--- config.mk ---
export PLATFORM = sky130hd
export DESIGN_NAME = race_controller_flat
export DESIGN_NICKNAME = d
export VERILOG_FILES = /design/src/rtl/race_pkg.sv /design/src/rtl/race_if.sv /design/src/rtl/race_key_decode.sv /design/src/rtl/race_controller.sv /design/src/flat_wrapper.sv
export SDC_FILE = /design/constraint.sdc
export NUM_CORES = 1
export LEC_CHECK = 0
export CAP_MARGIN = 15
export CORE_MARGIN = 5
export CORE_UTILIZATION = 44
export DETAILED_ROUTE_END_ITERATION = 8
export PLACE_DENSITY = 0.77
export SLEW_MARGIN = 20
export SYNTH_ARGS = -nofsm -noshare
export SYNTH_HDL_FRONTEND = slang
export SYNTH_SLANG_ARGS = --single-unit
--- constraint.sdc ---
create_clock -name clk -period 2.8 [get_ports clk]
set_input_delay 0.84 -clock clk [delete_from_list [all_inputs] [get_ports clk]]
set_output_delay 0.84 -clock clk [all_outputs]
set_load 0.02 [all_outputs]
--- src/rtl/race_pkg.sv ---
// -----------------------------------------------------------------------------
// race_pkg
// Shared definitions for the typing-race controller: FSM state encodings,
// PS/2 scan-code constants (bit 8 = E0 extended prefix), value limits, the
// decoded key strobe bundle and the countdown digit helper.
// -----------------------------------------------------------------------------
package race_pkg;

    typedef enum logic [1:0] {
        ST_SELECT    = 2'd0,
        ST_COUNTDOWN = 2'd1,
        ST_INGAME    = 2'd2,
        ST_FINISH    = 2'd3
    } race_state_t;

    // One-hot strobes for the keys the controller cares about.
    typedef struct packed {
        logic enter;
        logic esc;
        logic left;
        logic right;
        logic up;
        logic down;
    } key_strobe_t;

    localparam logic [8:0] KEY_ENTER = 9'h05A;
    localparam logic [8:0] KEY_ESC   = 9'h076;
    localparam logic [8:0] KEY_LEFT  = 9'h16B;
    localparam logic [8:0] KEY_RIGHT = 9'h174;
    localparam logic [8:0] KEY_UP    = 9'h175;
    localparam logic [8:0] KEY_DOWN  = 9'h172;

    localparam logic [6:0] VALUE_MIN = 7'd5;
    localparam logic [6:0] VALUE_MAX = 7'd95;
    localparam logic [6:0] VALUE_RST = 7'd15;

    // Seconds shown on the countdown display: ceil(remaining_ticks / 100),
    // valid for remaining in 0..900.
    function automatic logic [3:0] cd_digit_of(input logic [9:0] remaining);
        logic [3:0] digit;
        digit = 4'd0;
        for (int i = 1; i <= 9; i++) begin
            if (remaining > 10'(100 * (i - 1))) begin
                digit = 4'(i);
            end else begin
                digit = digit;
            end
        end
        return digit;
    endfunction

endpackage

--- src/rtl/race_if.sv ---
// -----------------------------------------------------------------------------
// race_if
// Bundle of all non-clock signals of race_controller.
//   master modport (environment): drives tick, key_valid, last_change,
//     key_pressed, finish, wpm_in, acc_in; observes the controller outputs.
//   slave modport (race_controller): the mirror image.
// Outputs: state, mode, value, cd_digit, res_wpm, res_acc and, when the
// macro RACE_BEST_SCORE_EN is defined, best_wpm and new_best.
// -----------------------------------------------------------------------------
interface race_if;
    import race_pkg::*;

    logic        tick;
    logic        key_valid;
    logic [8:0]  last_change;
    logic        key_pressed;
    logic        finish;
    logic [9:0]  wpm_in;
    logic [9:0]  acc_in;

    race_state_t state;
    logic        mode;
    logic [6:0]  value;
    logic [3:0]  cd_digit;
    logic [9:0]  res_wpm;
    logic [9:0]  res_acc;
`ifdef RACE_BEST_SCORE_EN
    logic [9:0]  best_wpm;
    logic        new_best;
`endif

    modport master (
`ifdef RACE_BEST_SCORE_EN
        input  best_wpm,
        input  new_best,
`endif
        output tick, key_valid, last_change, key_pressed, finish, wpm_in, acc_in,
        input  state, mode, value, cd_digit, res_wpm, res_acc
    );

    modport slave (
`ifdef RACE_BEST_SCORE_EN
        output best_wpm,
        output new_best,
`endif
        input  tick, key_valid, last_change, key_pressed, finish, wpm_in, acc_in,
        output state, mode, value, cd_digit, res_wpm, res_acc
    );

endinterface

--- src/rtl/race_key_decode.sv ---
// -----------------------------------------------------------------------------
// race_key_decode
// Combinational scan-code decoder. A key event is a key_valid strobe while
// the key is held (make); breaks and codes outside the known set yield no
// strobe.
// Ports: key_valid, last_change[8:0], key_pressed -> keys (one-hot strobes).
// -----------------------------------------------------------------------------
module race_key_decode
    import race_pkg::*;
(
    input  logic        key_valid,
    input  logic [8:0]  last_change,
    input  logic        key_pressed,
    output key_strobe_t keys
);

    // Map the current make event to at most one key strobe.
    always_comb begin
        keys = '0;
        if (key_valid && key_pressed) begin
            case (last_change)
                KEY_ENTER: keys.enter = 1'b1;
                KEY_ESC:   keys.esc   = 1'b1;
                KEY_LEFT:  keys.left  = 1'b1;
                KEY_RIGHT: keys.right = 1'b1;
                KEY_UP:    keys.up    = 1'b1;
                KEY_DOWN:  keys.down  = 1'b1;
                default:   keys       = '0;
            endcase
        end else begin
            keys = '0;
        end
    end

endmodule

--- src/rtl/race_controller.sv ---
// -----------------------------------------------------------------------------
// race_controller
// Menu / countdown / in-game / result FSM of the typing race.
// Ports: clk, rst (synchronous, active-high), bus (race_if.slave): tick,
//   key_valid, last_change, key_pressed, finish, wpm_in, acc_in in;
//   state, mode, value, cd_digit, res_wpm, res_acc out (all registered).
// Parameters: CD_SEC (countdown seconds, 1..9), VALUE_STEP (menu step).
// Optional: define RACE_BEST_SCORE_EN to add best_wpm / new_best tracking.
// -----------------------------------------------------------------------------
module race_controller
    import race_pkg::*;
#(
    parameter int CD_SEC     = 3,
    parameter int VALUE_STEP = 5
) (
    input  logic  clk,
    input  logic  rst,
    race_if.slave bus
);

    localparam logic [9:0] CD_LOAD = 10'(CD_SEC * 100);

    key_strobe_t keys_s;

    race_state_t state_r, state_s;
    logic        mode_r, mode_s;
    logic [6:0]  value_r, value_s;
    logic [9:0]  cnt_r, cnt_s;
    logic [3:0]  cd_digit_r, cd_digit_s;
    logic [9:0]  res_wpm_r, res_wpm_s;
    logic [9:0]  res_acc_r, res_acc_s;
`ifdef RACE_BEST_SCORE_EN
    logic [9:0]  best_wpm_r, best_wpm_s;
    logic        new_best_r, new_best_s;
`endif

    logic        final_tick_s;
    logic        capture_s;
    logic [7:0]  up_sum_s;

    race_key_decode u_key_decode (
        .key_valid   (bus.key_valid),
        .last_change (bus.last_change),
        .key_pressed (bus.key_pressed),
        .keys        (keys_s)
    );

    // The tick that takes the countdown counter to zero ends the countdown.
    assign final_tick_s = (state_r == ST_COUNTDOWN) && bus.tick && (cnt_r <= 10'd1);
    assign capture_s    = (state_r == ST_INGAME) && bus.finish;
    assign up_sum_s     = {1'b0, value_r} + 8'(VALUE_STEP);

    // State and datapath registers with synchronous reset.
    always_ff @(posedge clk) begin
        if (rst) begin
            state_r    <= ST_SELECT;
            mode_r     <= 1'b0;
            value_r    <= VALUE_RST;
            cnt_r      <= 10'd0;
            cd_digit_r <= 4'd0;
            res_wpm_r  <= 10'd0;
            res_acc_r  <= 10'd0;
`ifdef RACE_BEST_SCORE_EN
            best_wpm_r <= 10'd0;
            new_best_r <= 1'b0;
`endif
        end else begin
            state_r    <= state_s;
            mode_r     <= mode_s;
            value_r    <= value_s;
            cnt_r      <= cnt_s;
            cd_digit_r <= cd_digit_s;
            res_wpm_r  <= res_wpm_s;
            res_acc_r  <= res_acc_s;
`ifdef RACE_BEST_SCORE_EN
            best_wpm_r <= best_wpm_s;
            new_best_r <= new_best_s;
`endif
        end
    end

    // Next-state logic; ESC beats the final tick, finish beats ESC.
    always_comb begin
        state_s = state_r;
        case (state_r)
            ST_SELECT: begin
                if (keys_s.enter) begin
                    state_s = ST_COUNTDOWN;
                end else begin
                    state_s = ST_SELECT;
                end
            end
            ST_COUNTDOWN: begin
                if (keys_s.esc) begin
                    state_s = ST_SELECT;
                end else if (final_tick_s) begin
                    state_s = ST_INGAME;
                end else begin
                    state_s = ST_COUNTDOWN;
                end
            end
            ST_INGAME: begin
                if (bus.finish) begin
                    state_s = ST_FINISH;
                end else if (keys_s.esc) begin
                    state_s = ST_SELECT;
                end else begin
                    state_s = ST_INGAME;
                end
            end
            ST_FINISH: begin
                if (keys_s.enter || keys_s.esc) begin
                    state_s = ST_SELECT;
                end else begin
                    state_s = ST_FINISH;
                end
            end
            default: state_s = ST_SELECT;
        endcase
    end

    // Next values of the registered outputs and the countdown counter.
    always_comb begin
        mode_s     = mode_r;
        value_s    = value_r;
        cnt_s      = 10'd0;
        cd_digit_s = 4'd0;
        res_wpm_s  = res_wpm_r;
        res_acc_s  = res_acc_r;

        if (state_r == ST_SELECT) begin
            if (keys_s.left || keys_s.right) begin
                mode_s = ~mode_r;
            end else begin
                mode_s = mode_r;
            end
            if (keys_s.up) begin
                value_s = (up_sum_s > {1'b0, VALUE_MAX}) ? VALUE_MAX : up_sum_s[6:0];
            end else if (keys_s.down) begin
                value_s = ({1'b0, value_r} < ({1'b0, VALUE_MIN} + 8'(VALUE_STEP)))
                          ? VALUE_MIN : (value_r - 7'(VALUE_STEP));
            end else begin
                value_s = value_r;
            end
        end else begin
            mode_s  = mode_r;
            value_s = value_r;
        end

        // Counter is loaded on entry, counts ticks while staying, else idles at 0;
        // the digit is derived from the next count so it lines up with state.
        if (state_s == ST_COUNTDOWN) begin
            if (state_r != ST_COUNTDOWN) begin
                cnt_s = CD_LOAD;
            end else if (bus.tick) begin
                cnt_s = cnt_r - 10'd1;
            end else begin
                cnt_s = cnt_r;
            end
            cd_digit_s = cd_digit_of(cnt_s);
        end else begin
            cnt_s      = 10'd0;
            cd_digit_s = 4'd0;
        end

        if (capture_s) begin
            res_wpm_s = bus.wpm_in;
            res_acc_s = bus.acc_in;
        end else begin
            res_wpm_s = res_wpm_r;
            res_acc_s = res_acc_r;
        end
    end

`ifdef RACE_BEST_SCORE_EN
    // Best-score tracking: raise new_best on a record capture, drop it on leaving FINISH.
    always_comb begin
        best_wpm_s = best_wpm_r;
        new_best_s = new_best_r;
        if (capture_s) begin
            if (bus.wpm_in > best_wpm_r) begin
                best_wpm_s = bus.wpm_in;
                new_best_s = 1'b1;
            end else begin
                new_best_s = 1'b0;
            end
        end else if ((state_r == ST_FINISH) && (state_s != ST_FINISH)) begin
            new_best_s = 1'b0;
        end else begin
            new_best_s = new_best_r;
        end
    end

    assign bus.best_wpm = best_wpm_r;
    assign bus.new_best = new_best_r;
`endif

    assign bus.state    = state_r;
    assign bus.mode     = mode_r;
    assign bus.value    = value_r;
    assign bus.cd_digit = cd_digit_r;
    assign bus.res_wpm  = res_wpm_r;
    assign bus.res_acc  = res_acc_r;

endmodule

--- src/flat_wrapper.sv ---
// flat-port wrapper written by rule: the top's interface ports become plain ports
module race_controller_flat import race_pkg::*;
#(
    parameter int CD_SEC     = 3,
    parameter int VALUE_STEP = 5
)
  (clk, rst, bus_tick, bus_key_valid, bus_last_change, bus_key_pressed, bus_finish, bus_wpm_in, bus_acc_in, bus_state, bus_mode, bus_value, bus_cd_digit, bus_res_wpm, bus_res_acc);
  race_if bus_i ();
  input  logic clk;
  input  logic rst;
  input wire logic [$bits(bus_i.tick)-1:0] bus_tick;
  input wire logic [$bits(bus_i.key_valid)-1:0] bus_key_valid;
  input wire logic [$bits(bus_i.last_change)-1:0] bus_last_change;
  input wire logic [$bits(bus_i.key_pressed)-1:0] bus_key_pressed;
  input wire logic [$bits(bus_i.finish)-1:0] bus_finish;
  input wire logic [$bits(bus_i.wpm_in)-1:0] bus_wpm_in;
  input wire logic [$bits(bus_i.acc_in)-1:0] bus_acc_in;
  output wire logic [$bits(bus_i.state)-1:0] bus_state;
  output wire logic [$bits(bus_i.mode)-1:0] bus_mode;
  output wire logic [$bits(bus_i.value)-1:0] bus_value;
  output wire logic [$bits(bus_i.cd_digit)-1:0] bus_cd_digit;
  output wire logic [$bits(bus_i.res_wpm)-1:0] bus_res_wpm;
  output wire logic [$bits(bus_i.res_acc)-1:0] bus_res_acc;
  assign bus_i.tick = bus_tick;
  assign bus_i.key_valid = bus_key_valid;
  assign bus_i.last_change = bus_last_change;
  assign bus_i.key_pressed = bus_key_pressed;
  assign bus_i.finish = bus_finish;
  assign bus_i.wpm_in = bus_wpm_in;
  assign bus_i.acc_in = bus_acc_in;
  assign bus_state = bus_i.state;
  assign bus_mode = bus_i.mode;
  assign bus_value = bus_i.value;
  assign bus_cd_digit = bus_i.cd_digit;
  assign bus_res_wpm = bus_i.res_wpm;
  assign bus_res_acc = bus_i.res_acc;
  race_controller #(.CD_SEC(CD_SEC), .VALUE_STEP(VALUE_STEP)) u_core (.clk(clk), .rst(rst), .bus(bus_i));
endmodule
# After elaboration in Yosys (flattened, before gate mapping)
# Cells that the tools add are included.
# word_totals
ff_bits	44
inputBits	35
word_cells	78
# op_classes
add_sub_neg	3
n_lt_le_gt_ge	12
eq_ne	11
n_mux	30
bitwise	2
reduce_logical	12
# op_table
op	n
9-bit == test, second input constant	4
10-bit greater-than comparator, second input constant	3
10-bit by 9-bit greater-than comparator with 1-bit output, second input constant	3
10-bit two-way mux	3
7-bit two-way mux	4
9-bit by 7-bit == test with 1-bit output, second input constant	2
2-bit two-way mux	7
3-bit two-way mux	4
10-bit by 1-bit greater-than comparator with 1-bit output, second input constant	1
10-bit by 7-bit greater-than comparator with 1-bit output, second input constant	1
10-bit by 8-bit greater-than comparator with 1-bit output, second input constant	1
10-bit by 1-bit <= comparator with 1-bit output, second input constant	1
10-bit by 1-bit subtractor with 10-bit output, second input constant	1
7-bit by 3-bit adder with 8-bit output, second input constant	1
8-bit by 7-bit greater-than comparator with 1-bit output, second input constant	1
1-bit two-way mux	8
4-bit two-way mux	2
2-bit case mux with 4 select lines	1
7-bit by 4-bit less-than comparator with 1-bit output, second input constant	1
7-bit by 3-bit subtractor with 7-bit output, second input constant	1
6-bit two-way mux	1
2-bit by 1-bit == test with 1-bit output, second input constant	2
2-bit == test, second input constant	2
1-bit logical AND	4
other kinds (8)	11

# Depth between registers and ports, before layout
# logic_depth
depth_word	18
depth_mapped	10

# Modules after synthesis
# A second synthesis with hierarchy kept.
# unflattened
cells_unflattened	352
area_unflattened_um2	2687.6
# by_module_without_submodules
mod	instances	cells_each	area_each_um2	seq_area_each_um2
race_controller	1	336	2556.2	880.8
race_key_decode	1	16	131.4	0.0

# Worst setup path before layout
# No wires, ideal clock.
# synth_timing
path_type	in2reg
startpoint	in bus_tick
endpoint	reg u_core.cd_digit_r[0], in the netlist u_core.bus.cd_digit[0]
setup_ps	73
arrival_ps	2830
setup_slack_ps	-104
cell_stages	8
n_path_buf	2
cell_sequence	buf_6 -> or4b_1 -> buf_2 -> or4_4 -> a21oi_4 -> o311ai_1 -> or4_1 -> o211ai_2
# synth_via
elab_chain_len	13
word_cells_on_any_way	29
# synth_lines
item	line_no	text
start, declared	flat_wrapper.sv:11	input wire logic [$bits(bus_i.tick)-1:0] bus_tick;
10-bit two-way mux	race_controller.sv:155	end else if (bus.tick) begin
10-bit two-way mux	race_controller.sv:153	if (state_r != ST_COUNTDOWN) begin
10-bit two-way mux	race_controller.sv:152	if (state_s == ST_COUNTDOWN) begin
10-bit by 1-bit greater-than comparator with 1-bit output	race_pkg.sv:43	if (remaining > 10'(100 * (i - 1))) begin
1-bit two-way mux	race_pkg.sv:43	
2-bit two-way mux (2 in a row)	race_pkg.sv:43	
3-bit two-way mux (4 in a row)	race_pkg.sv:43	
4-bit two-way mux (2 in a row)	race_pkg.sv:43	
end signal, assigned	race_controller.sv:72	cd_digit_r <= cd_digit_s;
end, declared	race_controller.sv:29	logic [3:0] cd_digit_r, cd_digit_s;
# Several ways; a longest one is shown, not always the timed one. The select of a mux whose other input is x is not followed.
# A chain may end at the register's enable or synchronous reset.

# Final worst setup path
# layout_timing
startpoint	in bus_tick
endpoint	reg u_core.cd_digit_r[1], in the netlist u_core.bus.cd_digit[1]
# layout_via
elab_chain_len	10
word_cells_on_any_way	25
# layout_lines
item	line_no
10-bit two-way mux	race_controller.sv:155
10-bit two-way mux	race_controller.sv:153
10-bit two-way mux	race_controller.sv:152
10-bit by 7-bit greater-than comparator with 1-bit output	race_pkg.sv:43
2-bit two-way mux (2 in a row)	race_pkg.sv:43
3-bit two-way mux (4 in a row)	race_pkg.sv:43
# Several ways; a longest one is shown, not always the timed one. The select of a mux whose other input is x is not followed.

==> results by stage <==
Power:
- For this design the static power due to leakage is 0.00146 uW.
- The maximum vdd drop is 0.301 mV.
- Summing internal, switching and leakage power gives 1250 uW.
- The power per standard cell area is 319 nW/um^2.

Synthesis:
- The async set-reset flop share out of synthesis is 0%.
- Synthesis inferred 44 register bits.
- The number of cells produced by synthesis is 333.
- For this run, the leading register cell type out of synthesis is sky130_fd_sc_hd__dfxtp_1.
- In this run, distinct cell masters in the synthesized netlist total 65.
- The largest area contributor in the synthesized netlist is sky130_fd_sc_hd__dfxtp_1.
- The total nets after synthesis is 372.
- The combined area of all synthesized cells is 2550 um^2.
- After synthesis, flip-flops and latches occupy 34.5% of the total area.
- Counting flops with a built-in enable in the synthesized netlist gives 0.
- The share of synthesized area in the top cell type comes to 34.5%.
- The average cell area after synthesis is 7.66 um^2.
- Ranked by total cell area, the synthesized netlist is headed by sky130_fd_sc_hd__dfxtp_1 (35%), sky130_fd_sc_hd__nand2_1 (8.1%), sky130_fd_sc_hd__a21oi_1 (6.5%).
- Yosys printed 0 warnings.

GRT:
- The first global-routing pass estimated 12600 um of wire.
- For this run the aggregate overflow at the end of global routing stands at 0.
- Global routing consumed, over all layers together, 20.5% of the routing resources.
- The number of global-route vias before repair is 2763.
- The number of antenna violations at the first check in global routing is 0.
- The largest net degree at the start of global routing is 31.

Clock tree:
- The tree built by TritonCTS fans out to 44 sinks.
- The clock network latency to the later pin of the worst-skew pair is 0.30 ns.
- The clock root buffer is sky130_fd_sc_hd__clkbuf_8.
- The longest clock path from root to sink contains 2 buffers.
- The number of levels in the clock H-tree is 2.
- The clock tree from TritonCTS is done.
- The post-CTS clock slew at the launch and capture registers of the worst setup and hold paths is 0.09 ns.
- In this run, post-CTS hold repair placed 0 buffers.
- Clock tree synthesis inserted a total of 5 buffers.

Finish:
- The number of inserted filler cells in the final layout is 455.
- The fraction of layout cells with a size suffix above 1 is 21.5%.
- The top cell types in the final layout, fill and taps aside, are sky130_fd_sc_hd__clkdlybuf4s50_1 (61), sky130_fd_sc_hd__nand2_1 (54), sky130_fd_sc_hd__buf_4 (52).
- In the final design database the tool counted 479 nets.
- The final cell count without fillers is 513.
- The area taken by flip-flops and latches is 881 um^2.
- The library cell used most frequently in the layout, excluding fill and tap cells, is sky130_fd_sc_hd__clkdlybuf4s50_1.
- The footprint of the multi-input gates is 1710 um^2.
- The fraction of the core area covered by cells at the end of the flow is 70.5%.
- The layout overhead on the synthesized area is 54.0%.
- The repair_antennas step left the layout with diodes totalling 0.

Critical path:
- STA classifies the critical path endpoint as a flop.
- Traced cell by cell, the critical path runs through dlygate4sd2_1 -> or4b_4 -> buf_4 -> xor2_4 -> nor4_1 -> a21oi_2 -> o21bai_1 -> a21o_1 -> a21oi_1.
- The worst setup path is launched from an input pin.
- The dominant delay contributor by cell family on the critical path is simple AND/OR/NAND/NOR gates.
- The highest cell delay on the worst timing path is 0.53 ns.
- The category of the most critical setup path is in2reg.
- The required time at the worst-slack endpoint is 3.00 ns.
- The number of buffer and inverter instances along the worst setup path is 2.
- STA puts the critical path data arrival time at 3.03 ns.
- The largest fanout of any net on the critical path is 7.
- For this design, the slowest cell found on the critical path is sky130_fd_sc_hd__or4b_4.

Die:
- The die width is 86.1 um.
- The region available for standard cell placement spans 5570 um^2.
- For this configuration, the core starts out at a cell density of 45.8%.
- The count of standard-cell rows is 27.
- The die is 86.1 um tall.
- The total I/O pin count is 69.
- The die outline area is 7420 um^2.

Timing:
- Setup total negative slack on the finished layout was measured at -0.0767 ns.
- The count of final hold-check violations is 0.
- The number of pins exceeding their max-slew limit in the final report is 0.
- Static timing analysis puts the maximum clock frequency at 352 MHz.
- The final setup violation count is 3.
- The actual transition at the worst max-transition pin is 0.648 ns.
- In this run the tightest slew margin relative to its limit is 56.4%.
- Setup repair after global routing could not meet its margin everywhere.
- After layout, the worst setup slack is -0.0378 ns.
- On the final layout, the worst clock skew is 0.00629 ns.
- The share of the clock period used by the worst path after layout is 101%.
- Counting I/O delays and the setup requirement, the final critical path takes 2.84 ns.

Place:
- At the end of routability-driven placement, the weighted congestion stood at 0.884.
- In this run the tool buffered the top-level ports with 68 buffer cells.
- The HPWL after detailed placement is 5470 um.
- Before CTS, the worst setup slack after placement is -0.662 ns.
- Once placement completed, the tool counted placed cells totaling 500.

Route:
- The number of remaining DRC errors is 0.
- Detailed routing inserted a total of 2885 vias.
- The count of nets left with antenna violations once routing finished came out at 0.
- The number of DRC violations after detailed-routing iteration 0 is 232.
- The pre-antenna-repair detailed-routing pass consisted of 4 iterations.
- The via count normalized by instance count is 5.62.
- After detailed routing, the average wire length per cell comes to 15.1 um.
- The overall routed net length is 7750 um.

Outcome:
- The run finished, with violations left.
- The checks that failed: negative setup slack.

Min path:
- The min-delay analysis places its worst path in the category reg2reg.

Flow run:
- The number of max-cap violations is 0.
cell usage after synthesis, drive strengths merged, types with 2 or more instances:
master / number
nand2b: 7
nor2: 23
a211oi: 3
or3: 3
nand4bb: 2
a311oi: 2
nand2: 55
or4: 5
o21ai: 14
dfxtp: 44
nand3: 13
o21a: 3
clkbuf: 16
nor3: 13
nor2b: 2
a21oi: 34
o21bai: 4
a21o: 6
buf: 6
and2: 3
mux2: 2
o31ai: 3
a2111o: 2
xor2: 3
o311ai: 4
nor4: 7
ha: 4
o211ai: 5
and3: 7
inv: 8
mux2i: 2
xnor2: 2
nand3b: 4
o32ai: 2
cell type report:
| cell class | count | area share (%) |
|---|---|---|
| repair buffers | 122 | 28.2 |
| clock inverters | 3 | 1.18 |
| multi-input cells | 259 | 43.4 |
| well taps | 72 | 2.29 |
| clock buffers | 5 | 1.75 |
| inverters | 8 | 0.764 |
| flip-flops and latches | 44 | 22.4 |
power breakdown:
group / total [uW] / leakage, uW / internal (uW) / switching [uW]
registers: 626 / 0.000354 / 625 / 0.422
logic: 120 / 0.00106 / 73.2 / 46.5
clock network: 507 / 0.0000548 / 269 / 238
total: 1250 / 0.00146 / 967 / 285
per-stage QoR:
step / cell area, um^2 / hold slack, ns
2_1_floorplan: 2560 / 0.535
4_1_cts: 3830 / 0.462
6_report: 3930 / 0.458
5_1_grt: 3930 / 0.490
3_3_place_gp: 3610 / 0.442
3_5_place_dp: 3610 / 0.449
state kept, by name, indices dropped and copies added, names as in the netlist:
register / count
u_core.bus.cd_digit: 4
u_core.bus.state: 2
u_core.bus.res_acc: 10
u_core.bus.mode: 1
u_core.bus.value: 7
u_core.cnt_r: 10
u_core.bus.res_wpm: 10
kinds of logic after synthesis:
family,synth area share (%)
AND/OR/NAND/NOR,30.2
buffers and inverters,4.90
XOR/XNOR,1.72
flip-flops,34.5
AO/OA/AOI/OAI,25.1
adder cells (fa/ha/maj),1.96
multiplexers,1.67
per-layer routing:
metal,global-route usage (%),routed length (um)
met3,4.23,497
met1,26.5,3420
met5,0,0
met4,5.04,141
met2,34.8,3690
tightest hold or removal path, cell delays in order, from the launching register on:
cell and delay (ns):
sky130_fd_sc_hd__dfxtp_1 0.32, sky130_fd_sc_hd__nand2_1 0.05, sky130_fd_sc_hd__a21oi_1 0.05
path summary, 6_finish.rpt:
check | startpoint | cells after the start | slack, ns | endpoint
hold / removal | u_core.bus.res_acc[7] | 2 | 0.46 | u_core.bus.res_acc[7]
hold reg to reg | u_core.bus.res_acc[7] | 2 | 0.46 | u_core.bus.res_acc[7]
setup reg to reg | u_core.cnt_r[0] | 8 | 0.27 | u_core.bus.cd_digit[1]
setup / recovery | bus_tick | 9 | -0.04 | u_core.bus.cd_digit[1]
timing repair:
item,4_1_cts,5_1_grt
hold endpoints to repair,0,0
resized for setup,18,20
pin swaps,12,9
setup endpoints to repair,15,8
buffers inserted,4,1
cloned,0,0
Power figures use the tool's default switching activity.
